## src/rtl/shufflev_rng_multi.sv

```systemverilog
// Multi-channel xorshift32 uniform random source with per-channel valid/ready output registers.
// Optional exact-uniform rejection sampling: define SHUFFLEV_RNG_REJECT_EN.
module shufflev_rng_multi #(
  parameter int          Channels = 2,
  parameter int          MaxValue = 4,
  parameter logic [31:0] RngSeed  = 32'd123456,
  localparam int         NB       = $clog2(MaxValue + 1)
) (
  input  logic                   clk_i,
  input  logic                   rst_i,
  input  logic                   reseed_i,
  input  logic [31:0]            seed_i,
  input  logic [Channels-1:0]    ready_i,
  output logic [Channels-1:0]    valid_o,
  output logic [Channels*NB-1:0] number_o,
  output logic                   seeded_o,
  output logic [15:0]            reject_cnt_o
);

  localparam logic [NB-1:0] MaxV = NB'(MaxValue);

  typedef enum logic [1:0] {
    S_IDLE,
    S_SEED,
    S_RUN
  } state_e;

  state_e      state_q, state_d;
  logic        run, seed_load, reseed_go;
  logic [31:0] base_q;

  function automatic logic [31:0] xs32(input logic [31:0] x);
    logic [31:0] y;
    y = x ^ (x << 13);
    y = y ^ (y >> 17);
    y = y ^ (y << 5);
    return y;
  endfunction

  always_ff @(posedge clk_i) begin
    if (rst_i) state_q <= S_IDLE;
    else       state_q <= state_d;
  end

  always_comb begin
    state_d = state_q;
    case (state_q)
      S_IDLE:  state_d = S_SEED;
      S_SEED:  state_d = S_RUN;
      S_RUN:   if (reseed_i) state_d = S_SEED;
      default: state_d = S_IDLE;
    endcase
  end

  always_comb begin
    run       = (state_q == S_RUN);
    seed_load = (state_q == S_SEED);
    reseed_go = run && reseed_i;
    seeded_o  = run;
  end

  always_ff @(posedge clk_i) begin
    if (rst_i)          base_q <= RngSeed;
    else if (reseed_go) base_q <= seed_i;
  end

`ifdef SHUFFLEV_RNG_REJECT_EN
  logic [Channels-1:0] rej;
`endif

  for (genvar c = 0; c < Channels; c++) begin : g_ch
    logic [31:0]   x_q, x_d, x_step, x_seed;
    logic [NB-1:0] cand, val, num_q, num_d;
    logic          acc, valid_q, valid_d;

    always_comb begin
      x_step = xs32(x_q);
      x_seed = base_q ^ (32'(c) * 32'h9E3779B9);
      if (x_seed == '0) x_seed = 32'h0000_0001;
      cand = x_step[NB-1:0];
`ifdef SHUFFLEV_RNG_REJECT_EN
      acc = (cand <= MaxV);
      val = cand;
`else
      // 2^NB < 2*(MaxValue+1), so one subtraction always lands in range
      acc = 1'b1;
      val = (cand > MaxV) ? (cand - MaxV - NB'(1)) : cand;
`endif
      x_d     = x_q;
      num_d   = num_q;
      valid_d = valid_q;
      if (seed_load) begin
        x_d = x_seed;
      end else if (run) begin
        x_d = x_step;
        if (reseed_go) begin
          valid_d = 1'b0;
        end else if (acc && (!valid_q || ready_i[c])) begin
          num_d   = val;
          valid_d = 1'b1;
        end else if (valid_q && ready_i[c]) begin
          valid_d = 1'b0;
        end
      end
    end

    always_ff @(posedge clk_i) begin
      if (rst_i) begin
        x_q     <= '0;
        num_q   <= '0;
        valid_q <= 1'b0;
      end else begin
        x_q     <= x_d;
        num_q   <= num_d;
        valid_q <= valid_d;
      end
    end

    assign valid_o[c]             = valid_q;
    assign number_o[c*NB +: NB]   = num_q;
`ifdef SHUFFLEV_RNG_REJECT_EN
    assign rej[c]                 = run && !acc;
`endif
  end

`ifdef SHUFFLEV_RNG_REJECT_EN
  logic [15:0] rcnt_q, rcnt_d;
  logic [16:0] rsum;

  always_comb begin
    rsum   = 17'(rcnt_q) + 17'($countones(rej));
    rcnt_d = (rsum > 17'h0FFFF) ? 16'hFFFF : rsum[15:0];
  end

  always_ff @(posedge clk_i) begin
    if (rst_i) rcnt_q <= '0;
    else       rcnt_q <= rcnt_d;
  end

  assign reject_cnt_o = rcnt_q;
`else
  assign reject_cnt_o = '0;
`endif

endmodule

```

## config.mk

```make
export PLATFORM = sky130hd
export DESIGN_NAME = shufflev_rng_multi
export DESIGN_NICKNAME = d
export VERILOG_FILES = /design/src/rtl/shufflev_rng_multi.sv
export SDC_FILE = /design/constraint.sdc
export NUM_CORES = 1
export LEC_CHECK = 0
export BUFFER_PORTS_ARGS = -buffer_cell sky130_fd_sc_hd__buf_4
export CAP_MARGIN = 20
export CORE_ASPECT_RATIO = 0.9
export CORE_UTILIZATION = 45
export CTS_CLUSTER_SIZE = 40
export DETAILED_ROUTE_END_ITERATION = 6
export PLACE_DENSITY_LB_ADDON = 0.12
export RECOVER_POWER = 100
export SLEW_MARGIN = 30
export SYNTH_ARGS = -nofsm -noshare
export SYNTH_HDL_FRONTEND = slang
export SYNTH_SLANG_ARGS = --single-unit
```

## constraint.sdc

```tcl
create_clock -name clk_i -period 2.14 [get_ports clk_i]
set_clock_uncertainty 0.15 [all_clocks]
set_input_delay 0.428 -clock clk_i [delete_from_list [all_inputs] [get_ports clk_i]]
set_output_delay 0.428 -clock clk_i [all_outputs]
set_load 0.01 [all_outputs]
```

==> flow_summary.toml <==
[sta]
hold_violations = 0
tightestPinTransition_ns = 0.772
tns_ns = 0
fin_crit_ns = 2.05
finalSetupViolCount = 0
fmax_mhz = 489
slew_headroom = 0.480
grt_setup_unrepaired = "false"
finalCritPeriodShare = 0.956
drv_slew = 0

[synth]
syn_avg_cell_area_um2 = 8.89
yosys_warnings = 0
ys_seq_area_frac = 0.328
yosys.cell_types.count = 51
ys_seq_elements = 106
async_flop_share = 0
synthCells = 728
syn-cell-area_mm2 = 0.00647
synth_edf_count = 0
synth-main-ff-cell = "dfxtp_1"

[clock_tree]
clock-sinks = 106
cts_setup_buffers = 0
cts_made_buffers = 9
cts_tree = "built"
ctsHoldBuffers = 0
cts_resized = 0
cts_root_buf = "clkbuf_16"
cts_buffer_depth = 2
htree_levels = 3
clock_latency_ns = 0.37
cts.clk_slew.worst_paths_ns = 0.08

[floorplan]
core_mm2 = 0.0141
io_pins = 62
die_h_um = 116
fp-row-count = 41
die_x_um = 128
die_area_mm2 = 0.0149
start_util = 0.461

[finish]
area_growth_pct = 13.4
layout-drive-gt1-share = 0.142
num_antenna_cells = 0
nets = 808
nFillCells = 1371

[worst_hold_path]
hold_path_startpoint = "seed_i[16]"
hp-class = "in2reg"

[critical_path]
crit_top_cell = "inv_1"
worstPathRequired_ns = 2.21
cp-start-kind = "flip-flop"
worst_path_max_delay_cell = "o211ai_1"
worst-path-buf-inv = 3
critPathLaunch = "state_q[1]"
path_delay_family = "compound AO/OA/AOI/OAI gates"
critPathMaxStageDelay_ns = 0.52
critPathMaxFanout = 9
crit_path_cell_trace = "inv_1, ha_2, inv_1, buf_2, o211ai_1, o32ai_1"
r2r-start = "state_q[1]"
end_kind = "flip-flop"
worstSetupPathType = "reg2reg"
arrival_ns = 2.12
r2r_slack_ns = 0.09

[power_and_ir_drop]
power_uw = 11500
p_leak_uw = 0.00300
power.density_mw_per_mm2 = 1570
ir_drop_v = 0.000592

[route]
drt_iter0_markers = 391
wl_per_cell_um = 18.3
drt-vias-per-instance = 5.49
drcViolationCount = 0
wl_mm = 17.5
ant_nets = 0
num_vias = 5267
drt_pass1_iterations = 6

[grt]
grt_start_max_net_pins = 87
antenna_found_initial = 0
grt-ovfl-total = 0
gr-usage-all-layers = 0.253
grt_pass1_vias = 5094
grt_first_pass_wirelength_mm = 28.1

[placement]
hpwl_mm = 12.7
port_buffers = 45
gp_congestion = 0.902

[job]
maxCapViolCount = 0

[outcome]
status = "finished, final reports clean"
## metal layers
metal | GRT usage | part of all wire | up-vias
met5 | 0 | 0 | -
met4 | 0.125 | 0.039 | 0
met3 | 0.0679 | 0.068 | 48
met2 | 0.378 | 0.43 | 195
met1 | 0.339 | 0.47 | 2459
li1 | - | - | 2565
## state kept, by name (all words and copies together) (netlist names)
name / cells
state_q: 2
g_ch.num_q: 6
base_q: 32
g_ch.valid_q: 2
g_ch.x_q: 64
## cell type report
type                    instances  area (µm²)  share of cell area
clock inverters                 7        60.1             0.00818
inverters                      21        78.8              0.0107
well taps                     193         241              0.0329
multi-input cells             539        3990               0.543
flip-flops and latches        106        2120               0.289
clock buffers                   9         225              0.0307
repair buffers                 84         628              0.0855
## through the flow
stage           util  instances  setup slack [ns]  hold WS [ns]  area [µm²]
2_1_floorplan      -        743             0.198         0.294        6530
3_3_place_gp   0.505        943             0.216         0.311        7100
3_5_place_dp   0.505        943             0.146         0.322        7100
4_1_cts        0.525        959             0.126         0.108        7380
5_1_grt        0.522        959            0.0235         0.120        7340
6_report       0.522        959            0.0940         0.115        7340
## cells in the mapped netlist (2+ instances only)
| master | number | area (µm²) |
|---|---|---|
| o221a_2 | 9 | 101 |
| a211oi_1 | 3 | 22.5 |
| o21a_1 | 4 | 30.0 |
| o2bb2ai_1 | 2 | 17.5 |
| a311oi_1 | 4 | 35.0 |
| buf_1 | 8 | 30.0 |
| a31oi_1 | 16 | 100 |
| nand3_1 | 21 | 105 |
| and2_1 | 7 | 43.8 |
| buf_4 | 18 | 135 |
| nor3_1 | 2 | 10.0 |
| o31ai_1 | 6 | 45.0 |
| a2111oi_0 | 2 | 17.5 |
| mux2i_1 | 10 | 100 |
| a22oi_1 | 7 | 52.6 |
| or4_1 | 2 | 15.0 |
| xnor3_1 | 27 | 608 |
| or3_1 | 16 | 100 |
| xor3_1 | 14 | 333 |
| xnor2_2 | 4 | 65.1 |
| inv_1 | 20 | 75.1 |
| clkbuf_1 | 49 | 184 |
| nor4_1 | 6 | 37.5 |
| dfxtp_1 | 106 | 2120 |
| a21oi_1 | 56 | 280 |
| xor2_1 | 18 | 158 |
| nor2_1 | 49 | 184 |
| xor2_2 | 2 | 32.5 |
| nand2b_1 | 9 | 56.3 |
| a31o_2 | 2 | 17.5 |
| and3_1 | 2 | 12.5 |
| o21ai_0 | 11 | 55.1 |
| xnor2_1 | 40 | 350 |
| nand4_1 | 5 | 31.3 |
| ha_1 | 10 | 125 |
| a2bb2oi_1 | 6 | 52.6 |
| o211ai_1 | 20 | 150 |
| a41oi_1 | 6 | 52.6 |
| o32ai_1 | 3 | 26.3 |
| nand2_1 | 115 | 432 |
## worst min-delay path, cell delays in order
cell	delay, ns
buf_4	0.07
nand2_1	0.04
nand3_1	0.06
## logic make-up after synthesis
| group | after synthesis | share of synthesized area |
|---|---|---|
| and+or+nand+nor | 237 | 0.162 |
| AOI/OAI and AO/OA | 161 | 0.169 |
| DFF | 106 | 0.328 |
| xor gates and xnor gates | 105 | 0.239 |
| buffers and inverters | 98 | 0.0676 |
| adders and majority gates | 10 | 0.0193 |
| muxes | 10 | 0.0155 |
| other | 1 | 0.000579 |
## cell usage in the layout, fill, tap and decap left out, types with 18 or more instances in the layout
cell type | Yosys | layout
nand3_1 | 21 | 21
nand2_1 | 115 | 115
a21oi_1 | 56 | 56
dfxtp_1 | 106 | 106
inv_1 | 20 | 20
xnor2_1 | 40 | 40
buf_4 | 18 | 64
xnor3_1 | 27 | 27
nor2_1 | 49 | 49
o211ai_1 | 20 | 20
xor2_1 | 18 | 18
## report_power, final
part / switching, µW / leakage [µW] / internal [µW] / total, µW
combinational: 3040 / 0.00200 / 3750 / 6790
clock: 834 / 0.000136 / 811 / 1650
sequential: 627 / 0.000865 / 2470 / 3100
total: 4500 / 0.00300 / 7040 / 11500
## path summary, 6_finish.rpt
kind | end | cells past startpoint
hold / removal | base_q[16] | 3
setup / recovery | g_ch[1].x_q[10] | 6
hold reg to reg | base_q[29] | 2
setup reg to reg | g_ch[1].x_q[10] | 6
No activity file was read; power rests on OpenSTA's default activity.
